### src/rtl/ftoi_pipe_if.sv
// ftoi_pipe_if: operand/result handshake bundle for the float-to-int converter.
//   in_valid/in_ready/x           : operand side (issue logic -> converter)
//   out_valid/out_ready/y/ovf     : result side (converter -> writeback mux)
// master drives operands and consumes results; slave is the converter itself.
interface ftoi_pipe_if;
  logic        in_valid;
  logic        in_ready;
  logic [31:0] x;
  logic        out_valid;
  logic        out_ready;
  logic [31:0] y;
  logic        ovf;

  modport master (
    output in_valid, x, out_ready,
    input  in_ready, out_valid, y, ovf
  );

  modport slave (
    input  in_valid, x, out_ready,
    output in_ready, out_valid, y, ovf
  );
endinterface

### src/rtl/ftoi_pipe.sv
// ftoi_pipe: two-stage pipelined IEEE-754 single -> signed 32-bit converter.
//   clk  : clock, all state on the rising edge
//   rstn : synchronous active-low reset, clears both stage valid bits and the outputs
//   bus  : ftoi_pipe_if.slave (operand in, result y/ovf out, valid/ready on both sides)
// Stage 1 unpacks, classifies and aligns the mantissa into an integer magnitude plus
// a guard bit. Stage 2 rounds, negates and saturates, and its registers are the outputs.
// ROUND_MODE: 1 = round to nearest, ties away from zero; 0 = truncate toward zero.
module ftoi_pipe #(
  parameter int unsigned ROUND_MODE = 1
) (
  input logic         clk,
  input logic         rstn,
  ftoi_pipe_if.slave  bus
);

  localparam logic RoundEn = (ROUND_MODE != 0);

  typedef enum logic [1:0] {
    ClsZero,
    ClsNormal,
    ClsSatPos,
    ClsSatNeg
  } cls_e;

  // Stage 1 registers
  logic        s1_valid_q;
  logic        s1_sign_q;
  logic [31:0] s1_mag_q;
  logic        s1_guard_q;
  cls_e        s1_cls_q;

  // Stage 2 registers (drive the outputs directly)
  logic        s2_valid_q;
  logic [31:0] s2_y_q;
  logic        s2_ovf_q;

  // Handshake
  logic s1_advance;
  logic in_accept;

  assign s1_advance   = !s2_valid_q | bus.out_ready;
  assign bus.in_ready = !s1_valid_q | s1_advance;
  assign in_accept    = bus.in_valid & bus.in_ready;

  assign bus.out_valid = s2_valid_q;
  assign bus.y         = s2_y_q;
  assign bus.ovf       = s2_ovf_q;

  // ---------------------------------------------------------------------------
  // Stage 1: unpack, classify, align
  // ---------------------------------------------------------------------------
  logic        in_sign;
  logic [7:0]  in_expo;
  logic [22:0] in_frac;
  logic        in_is_min_int;
  logic [5:0]  rsh;
  logic [32:0] aligned;
  cls_e        cls_d;
  logic [31:0] mag_d;
  logic        guard_d;

  assign in_sign       = bus.x[31];
  assign in_expo       = bus.x[30:23];
  assign in_frac       = bus.x[22:0];
  assign in_is_min_int = (bus.x == 32'hCF00_0000);

  // The 33-bit aligned word holds the 32-bit integer part in [32:1] and the
  // guard (2^-1) bit in [0]. The leading one sits at bit 32 for k = 31, so the
  // right shift is 31 - k = 158 - e. Bits shifted past the guard are the sticky
  // part, which ties-away rounding never needs.
  always_comb begin
    cls_d   = ClsNormal;
    mag_d   = 32'd0;
    guard_d = 1'b0;
    rsh     = 6'd0;
    aligned = 33'd0;
    if (in_expo == 8'd0) begin
      cls_d = ClsZero;
    end else if (in_expo == 8'hFF) begin
      // NaN saturates positive regardless of sign; infinity follows its sign.
      cls_d = ((in_frac != 23'd0) || !in_sign) ? ClsSatPos : ClsSatNeg;
    end else if ((in_expo >= 8'd158) && !in_is_min_int) begin
      cls_d = in_sign ? ClsSatNeg : ClsSatPos;
    end else if (in_expo >= 8'd126) begin
      // e in [126,157], plus exactly -2^31 at e = 158 which aligns to 0x80000000.
      rsh     = 6'(8'd158 - in_expo);
      aligned = {1'b1, in_frac, 9'd0} >> rsh;
      mag_d   = aligned[32:1];
      guard_d = aligned[0];
    end
    // e < 126 (|x| < 0.5): stays NORMAL with zero magnitude and zero guard.
  end

  // ---------------------------------------------------------------------------
  // Stage 2: round, negate, saturate
  // ---------------------------------------------------------------------------
  logic [32:0] sum;
  logic [31:0] y_d;
  logic        ovf_d;

  // 33-bit sum keeps the carry-out so a rounded magnitude of 2^31 is visible.
  assign sum = {1'b0, s1_mag_q} + {32'd0, RoundEn & s1_guard_q};

  always_comb begin
    y_d   = 32'd0;
    ovf_d = 1'b0;
    case (s1_cls_q)
      ClsZero: begin
        y_d   = 32'd0;
        ovf_d = 1'b0;
      end
      ClsSatPos: begin
        y_d   = 32'h7FFF_FFFF;
        ovf_d = 1'b1;
      end
      ClsSatNeg: begin
        y_d   = 32'h8000_0000;
        ovf_d = 1'b1;
      end
      default: begin
        if (!s1_sign_q) begin
          if (sum[32] | sum[31]) begin
            y_d   = 32'h7FFF_FFFF;
            ovf_d = 1'b1;
          end else begin
            y_d = sum[31:0];
          end
        end else if (sum > 33'h0_8000_0000) begin
          y_d   = 32'h8000_0000;
          ovf_d = 1'b1;
        end else begin
          // Magnitude 2^31 negates to 0x80000000 without overflow; a zero
          // magnitude negates to 0, so -0 never escapes.
          y_d = 32'd0 - sum[31:0];
        end
      end
    endcase
  end

  // ---------------------------------------------------------------------------
  // State
  // ---------------------------------------------------------------------------
  always_ff @(posedge clk) begin
    if (!rstn) begin
      s1_valid_q <= 1'b0;
      s1_sign_q  <= 1'b0;
      s1_mag_q   <= 32'd0;
      s1_guard_q <= 1'b0;
      s1_cls_q   <= ClsZero;
      s2_valid_q <= 1'b0;
      s2_y_q     <= 32'd0;
      s2_ovf_q   <= 1'b0;
    end else begin
      if (in_accept) begin
        s1_valid_q <= 1'b1;
        s1_sign_q  <= in_sign;
        s1_mag_q   <= mag_d;
        s1_guard_q <= guard_d;
        s1_cls_q   <= cls_d;
      end else if (s1_advance) begin
        s1_valid_q <= 1'b0;
      end

      if (s1_advance) begin
        s2_valid_q <= s1_valid_q;
        // Result registers only change on a real load so y/ovf hold while stalled.
        if (s1_valid_q) begin
          s2_y_q   <= y_d;
          s2_ovf_q <= ovf_d;
        end
      end
    end
  end

endmodule
### src/flat_wrapper.sv
// flat-port wrapper written by rule: the top's interface ports become plain ports
module ftoi_pipe_flat 
#(
  parameter int unsigned ROUND_MODE = 1
)
  (clk, rstn, bus_in_valid, bus_x, bus_out_ready, bus_in_ready, bus_out_valid, bus_y, bus_ovf);
  ftoi_pipe_if bus_i ();
  input logic clk;
  input logic rstn;
  input wire logic [$bits(bus_i.in_valid)-1:0] bus_in_valid;
  input wire logic [$bits(bus_i.x)-1:0] bus_x;
  input wire logic [$bits(bus_i.out_ready)-1:0] bus_out_ready;
  output wire logic [$bits(bus_i.in_ready)-1:0] bus_in_ready;
  output wire logic [$bits(bus_i.out_valid)-1:0] bus_out_valid;
  output wire logic [$bits(bus_i.y)-1:0] bus_y;
  output wire logic [$bits(bus_i.ovf)-1:0] bus_ovf;
  assign bus_i.in_valid = bus_in_valid;
  assign bus_i.x = bus_x;
  assign bus_i.out_ready = bus_out_ready;
  assign bus_in_ready = bus_i.in_ready;
  assign bus_out_valid = bus_i.out_valid;
  assign bus_y = bus_i.y;
  assign bus_ovf = bus_i.ovf;
  ftoi_pipe #(.ROUND_MODE(ROUND_MODE)) u_core (.clk(clk), .rstn(rstn), .bus(bus_i));
endmodule
### config.mk
export PLATFORM = sky130hd
export DESIGN_NAME = ftoi_pipe_flat
export DESIGN_NICKNAME = d
export VERILOG_FILES = /design/src/rtl/ftoi_pipe_if.sv /design/src/rtl/ftoi_pipe.sv /design/src/flat_wrapper.sv
export SDC_FILE = /design/constraint.sdc
export NUM_CORES = 1
export LEC_CHECK = 0
export ABC_AREA = 1
export CAP_MARGIN = 20
export CORE_MARGIN = 5
export CORE_UTILIZATION = 53
export DETAILED_ROUTE_END_ITERATION = 16
export GPL_ROUTABILITY_DRIVEN = 1
export HOLD_SLACK_MARGIN = 0.03
export PLACE_DENSITY = 0.78
export SYNTH_ARGS = -nofsm -noshare
export SYNTH_HDL_FRONTEND = slang
export SYNTH_SLANG_ARGS = --single-unit
export TNS_END_PERCENT = 5
### constraint.sdc
create_clock -name clk -period 2.63 [get_ports clk]
set_input_delay 0.263 -clock clk [delete_from_list [all_inputs] [get_ports clk]]
set_output_delay 0.263 -clock clk [all_outputs]
set_load 0.03 [all_outputs]
# Yosys cells after proc, flatten, opt, wreduce, memory -nomap -nowiden

Cells that the tools add are included.

Output and inout bits: 35
Input port bits: 36
Bits in registers: 71

Shifts and indexed selects: 1
Add/sub/neg operators: 3
Muxes and demuxes: 23
Magnitude comparators: 3
Equality and inequality tests: 4
Bitwise logic cells: 4
Reductions and logical operators: 12

Operators with widths:

| kind                                                               | number |
|---|---|
| two-way mux 32 bit                                                 | 7 |
| case mux 32 bit (3 select lines)                                   | 1 |
| adder 32 x 1 -> 33 bit                                             | 1 |
| > comparator 33 x 32 -> 1 bit (second input constant)              | 1 |
| >> shifter 33 x 6 -> 33 bit                                        | 1 |
| equality test 32 bit (second input constant)                       | 1 |
| subtractor 1 x 32 -> 32 bit (first input constant)                 | 1 |
| nonzero test 23 bit                                                | 1 |
| two-way mux 1 bit                                                  | 11 |
| equality test 8 bit (second input constant)                        | 1 |
| greater-or-equal comparator 8 x 7 -> 1 bit (second input constant) | 1 |
| greater-or-equal comparator 8 bit (second input constant)          | 1 |
| logical NOT 8 bit                                                  | 1 |
| two-way mux 2 bit                                                  | 3 |
| subtractor 5 x 6 -> 6 bit (first input constant)                   | 1 |
| equality test 2 bit (second input constant)                        | 2 |
| logical NOT 1 bit                                                  | 4 |
| bitwise OR 1 bit                                                   | 3 |
| logical NOT 2 bit                                                  | 1 |
| case mux 1 bit (2 select lines)                                    | 1 |
| AND reduction 2 bit                                                | 1 |
| nonzero test 2 bit                                                 | 1 |
| OR reduction 2 bit                                                 | 1 |
| bitwise AND 1 bit                                                  | 1 |
| 2 further kinds                                                    | 2 |

# Longest topological paths before layout

Depth after elaboration: 6
Gate-level depth with buffers: 21
Depth with buffers taken out: 21

# Worst setup path before layout

No wires, ideal clock.

Path kind: register to register
Start point: register u_core.s1_guard_q
End point: register u_core.s2_y_q[15] (netlist: u_core.bus.y[15])
Path buffers: 1
Period minus slack after synthesis: 2.480 ns
Data arrival time: 2.412 ns
Cell stages (with the launch flop): 18
Data required time: 2.563 ns
Setup slack: 0.150 ns
Cells stage by stage: dfxtp_1 -> ha_1 -> ha_1 -> inv_1 -> ha_1 -> nand2_1 -> nor2_2 -> nand3_2 -> nor2_2 -> nand3_2 -> nor2_4 -> nand3_2 -> nand2_2 -> nand2_4 -> buf_6 -> o21ai_1 -> nand2_1 -> a21oi_2

Cells in the longest elaborated chain, start to end: 5
Elaborated cells between the ends (all ways): 8

RTL lines:

| what                                                | RTL line                           | source |
|---|---|---|
| start: declaration                                  | ftoi_pipe.sv:29                    | `logic s1_guard_q;` |
| start signal: assignment                            | ftoi_pipe.sv:158                   | `s1_guard_q <= guard_d;` |
| adder 32 x 1 -> 33 bit (*)                          | ftoi_pipe.sv:102                   | `assign sum = {1'b0, s1_mag_q} + {32'd0, RoundEn & s1_guard_q};` |
| subtractor 1 x 32 -> 32 bit (tied with other cells) | ftoi_pipe.sv:134                   | `y_d = 32'd0 - sum[31:0];` |
| two-way mux 32 bit, on equally long branches        | ftoi_pipe.sv:128, ftoi_pipe.sv:122 |  |
| two-way mux 32 bit (*)                              | ftoi_pipe.sv:121                   | `if (!s1_sign_q) begin` |
| case mux 32 bit (3 select lines) (*)                | ftoi_pipe.sv:107                   | `case (s1_cls_q)` |
| end signal: assignment                              | ftoi_pipe.sv:168                   | `s2_y_q <= y_d;` |
| end: declaration                                    | ftoi_pipe.sv:34                    | `logic [31:0] s2_y_q;` |

Mark *: on every way between the ends. The rest lies on a longest branch, timed or not.
A chain may end at the register's enable or synchronous reset.

# Final worst setup path

Start point: register u_core.s1_mag_q[0]
End point: register u_core.s2_y_q[17] (netlist: u_core.bus.y[17])

Cells in the longest elaborated chain, start to end: 5
Elaborated cells between the ends (all ways): 8

RTL lines:

| what                                                | RTL line                           | source |
|---|---|---|
| start: declaration                                  | ftoi_pipe.sv:28                    | `logic [31:0] s1_mag_q;` |
| start signal: assignment                            | ftoi_pipe.sv:157                   | `s1_mag_q <= mag_d;` |
| adder 32 x 1 -> 33 bit (*)                          | ftoi_pipe.sv:102                   |  |
| subtractor 1 x 32 -> 32 bit (tied with other cells) | ftoi_pipe.sv:134                   |  |
| two-way mux 32 bit, on equally long branches        | ftoi_pipe.sv:128, ftoi_pipe.sv:122 |  |
| two-way mux 32 bit (*)                              | ftoi_pipe.sv:121                   |  |
| case mux 32 bit (3 select lines) (*)                | ftoi_pipe.sv:107                   |  |

Marked as above.

==> results_dict.tcl <==
set metrics [dict create \
    hold_buffers 0 \
    synth-edff-count 0 \
    combPwrFrac_pct 34.9 \
    synthArstFlopShare_pct 0 \
    switching_share_pct 34.0 \
    hold_viol_final 0 \
    gp_congestion 0.966 \
    dieWidth_um 121 \
    setup_viol 0 \
    avgSynthCellArea_um2 5.86 \
    rsz0062_at_grt "yes" \
    core_area_um2 12000 \
    cts_max_path_buffers 2 \
    skew_ns 0.00756 \
    fin_util_pct 71.4 \
    clockPowerShare_pct 34.8 \
    grt-ovfl-total 0 \
    design_area_um2 8580 \
    io_pins 71 \
    grt_pass1_wl_um 32100 \
    start_kind "flip-flop" \
    dpl.cell_count 1378 \
    io_buffer_count 70 \
    layout-drive-gt1-share_pct 20.6 \
    dr_total_vias 7600 \
    start_util_pct 54.0 \
    drc 0 \
    path_clk_slew_ns 0.06 \
    grt_util_met2_pct 41.9 \
    cts_tree "yes" \
    hp-class "flip-flop to flip-flop" \
    synth_commonest_cells "338 x nand2_1, 127 x o21ai_0, 108 x nor2_1" \
    clk_latency_ns 0.34 \
    worstSetupPathType "flip-flop to flip-flop" \
    syn_nets 1149 \
    min_period_ns 2.62 \
    cts_root_buf "clkbuf_16" \
    yosysMostFrequentCell "nand2_1" \
    netSwitchingPower_uw 1300 \
    worst-slew-pin-transition_ns 0.857 \
    yosys_warnings 0 \
    cp_max_fo 18 \
    fmax_ghz 0.382 \
    n_antenna_cell 0 \
    syn_inst 1107 \
    ys_ff_latch 71 \
    synth.area.top_cells "dfxtp_1 22%, nand2_1 20%, o21ai_0 9.8%" \
    power.leakage_uw 0.00383 \
    intPower_uw 2520 \
    pwr-share-seq_pct 30.3 \
    drv_cap 0 \
    power_density_nw_per_um2 445 \
    final_cell_count_no_fill 1400 \
    post_drt_wl_per_cell_um 14.1 \
    synth-seq-area-share_pct 21.9 \
    required_ns 2.90 \
    met3_usage_pct 4.16 \
    die_h_um 121 \
    outcome "complete, no violations" \
    via_per_inst 5.43 \
    cp-end-kind "flip-flop" \
    drv_slew 0 \
    synth_area_um2 6490 \
    yosys.cell_types.count 41 \
    arrival_ns 2.89 \
    drtIter0Drc 631 \
    met1_usage_pct 37.6 \
    synthFlopType "dfxtp_1" \
    tns_ns 0 \
    h-tree-depth 3 \
    cts.sink_count 71 \
    busiest_layer "met2" \
    placed_cell_area_um2 8010 \
    maxSlewHeadroom_pct 42.8 \
    cts_buffers 9 \
    routed_wl_um 19700 \
    core.rowCount 40 \
    dp_hpwl_um 15100 \
    grt_max_degree 47 \
    dieArea_um2 14600 \
    vdd_drop_max_v 0.000389 \
    ant_nets 0 \
    nets 1290 \
    grt_pass1_vias 6731 \
    fin_crit_sh_pct 99.5 \
    grtUsageTotal_pct 26.7 \
    antenna_found_initial 0 \
    yosysTopAreaCell "dfxtp_1" \
    syn_to_final_growth_pct 32.2 \
    synth_top_cell_area_share_pct 21.9 \
    dr.pass1.iters 5 \
]
[cells in the final DEF (no fill, tap or decap), types with 11 or more instances in the layout]
master / n
a21oi_1: 62
inv_1: 97
o21ai_2: 17
xnor2_1: 11
nor2_1: 89
nor2_4: 14
dfxtp_1: 69
nand4_1: 15
buf_4: 100
nand2_2: 26
a21oi_2: 16
nand2_1: 325
clkdlybuf4s50_1: 70
nand3b_1: 11
inv_2: 11
nor2_2: 25
o21ai_1: 28
xor2_1: 17
o21ai_0: 123
nand3_1: 35
[sequential cells by signal (all words and copies together) (netlist names)]
name and cells:
u_core.bus.out_valid 1, u_core.bus.ovf 1, u_core.bus.y 32, u_core.s1_cls_q 2
u_core.s1_guard_q 1, u_core.s1_mag_q 32, u_core.s1_sign_q 1, u_core.s1_valid_q 1
[routing by layer]
metal  vias up  part of all wire, %
met1      3434                   47
met3        39                  5.9
met4         0                  2.6
met5         -                    0
met2       237                   45
li1       3890                    -
[cell type report]
class	count	area [um2]
Multi-Input combinational cell	880	4660
Fill cell	1050	3430
Clock buffer	9	225
Inverter	108	405
Tap cell	147	184
Clock inverter	7	96.3
Timing Repair Buffer	178	1590
Sequential cell	71	1420
[power groups by stage]
stage	sequential [uW]	combinational, uW	clock [uW]
2_1_floorplan	1240	699	0
3_3_place_gp	1180	1250	0
3_5_place_dp	1180	1260	0
4_1_cts	1160	1290	1350
5_1_grt	1160	1450	1390
6_report	1160	1330	1330
[through the flow]
stage	total power, uW	hold slack (ns)	setup WS [ns]
global route	4010	0.492	-0.194
CTS	3800	0.473	0.0344
detailed placement	2440	0.465	-0.244
global placement	2430	0.460	-0.191
finish	3820	0.469	0.0135
floorplan	1940	0.401	0.150
[kinds of logic (layout without fill, tap and decap cells)]
family                     count (synthesis)  count (layout)  share of synthesized area (%)
muxes                                      7               7                           1.08
and+or+nand+nor                          571             571                           39.6
AOI/OAI and AO/OA                        267             267                           22.9
buffers and inverters                    156             302                           9.41
DFF                                       71              71                           21.9
xor gates and xnor gates                  29              29                           3.91
adders and majority gates                  6               6                           1.16
[worst max-delay path: stages, from the launching register on]
cell,delay [ns]
dfxtp_2,0.34
ha_4,0.17
ha_4,0.23
inv_1,0.10
ha_2,0.22
nand2_2,0.07
nor2_4,0.10
nand3_2,0.09
nor2_2,0.14
nand3_2,0.14
nor2_4,0.14
nand3_2,0.11
nand2_4,0.11
nand2_8,0.12
buf_4,0.17
o21ai_2,0.10
nand2_1,0.07
a21oi_2,0.13
[worst paths after layout]
check,start,to,slack (ns),cells after the start
max,u_core.s1_mag_q[0]$_SDFFE_PN0P_,u_core.bus.y[17]$_SDFFE_PN0P_,0.01,17
max reg2reg,u_core.s1_mag_q[0]$_SDFFE_PN0P_,u_core.bus.y[17]$_SDFFE_PN0P_,0.01,17
min reg2reg,u_core.s1_cls_q[0]$_SDFFE_PN0P_,u_core.s1_cls_q[0]$_SDFFE_PN0P_,0.47,2
min,u_core.s1_cls_q[0]$_SDFFE_PN0P_,u_core.s1_cls_q[0]$_SDFFE_PN0P_,0.47,2
[timing repair]
item                                   in CTS  in global routing
setup buffers                               5                  1
pin swaps                                  16                  4
resized for setup                          31                 30
setup endpoints to repair                  31                 39
endpoints found under the hold margin       0                  0
Power figures use the tool's default switching activity.
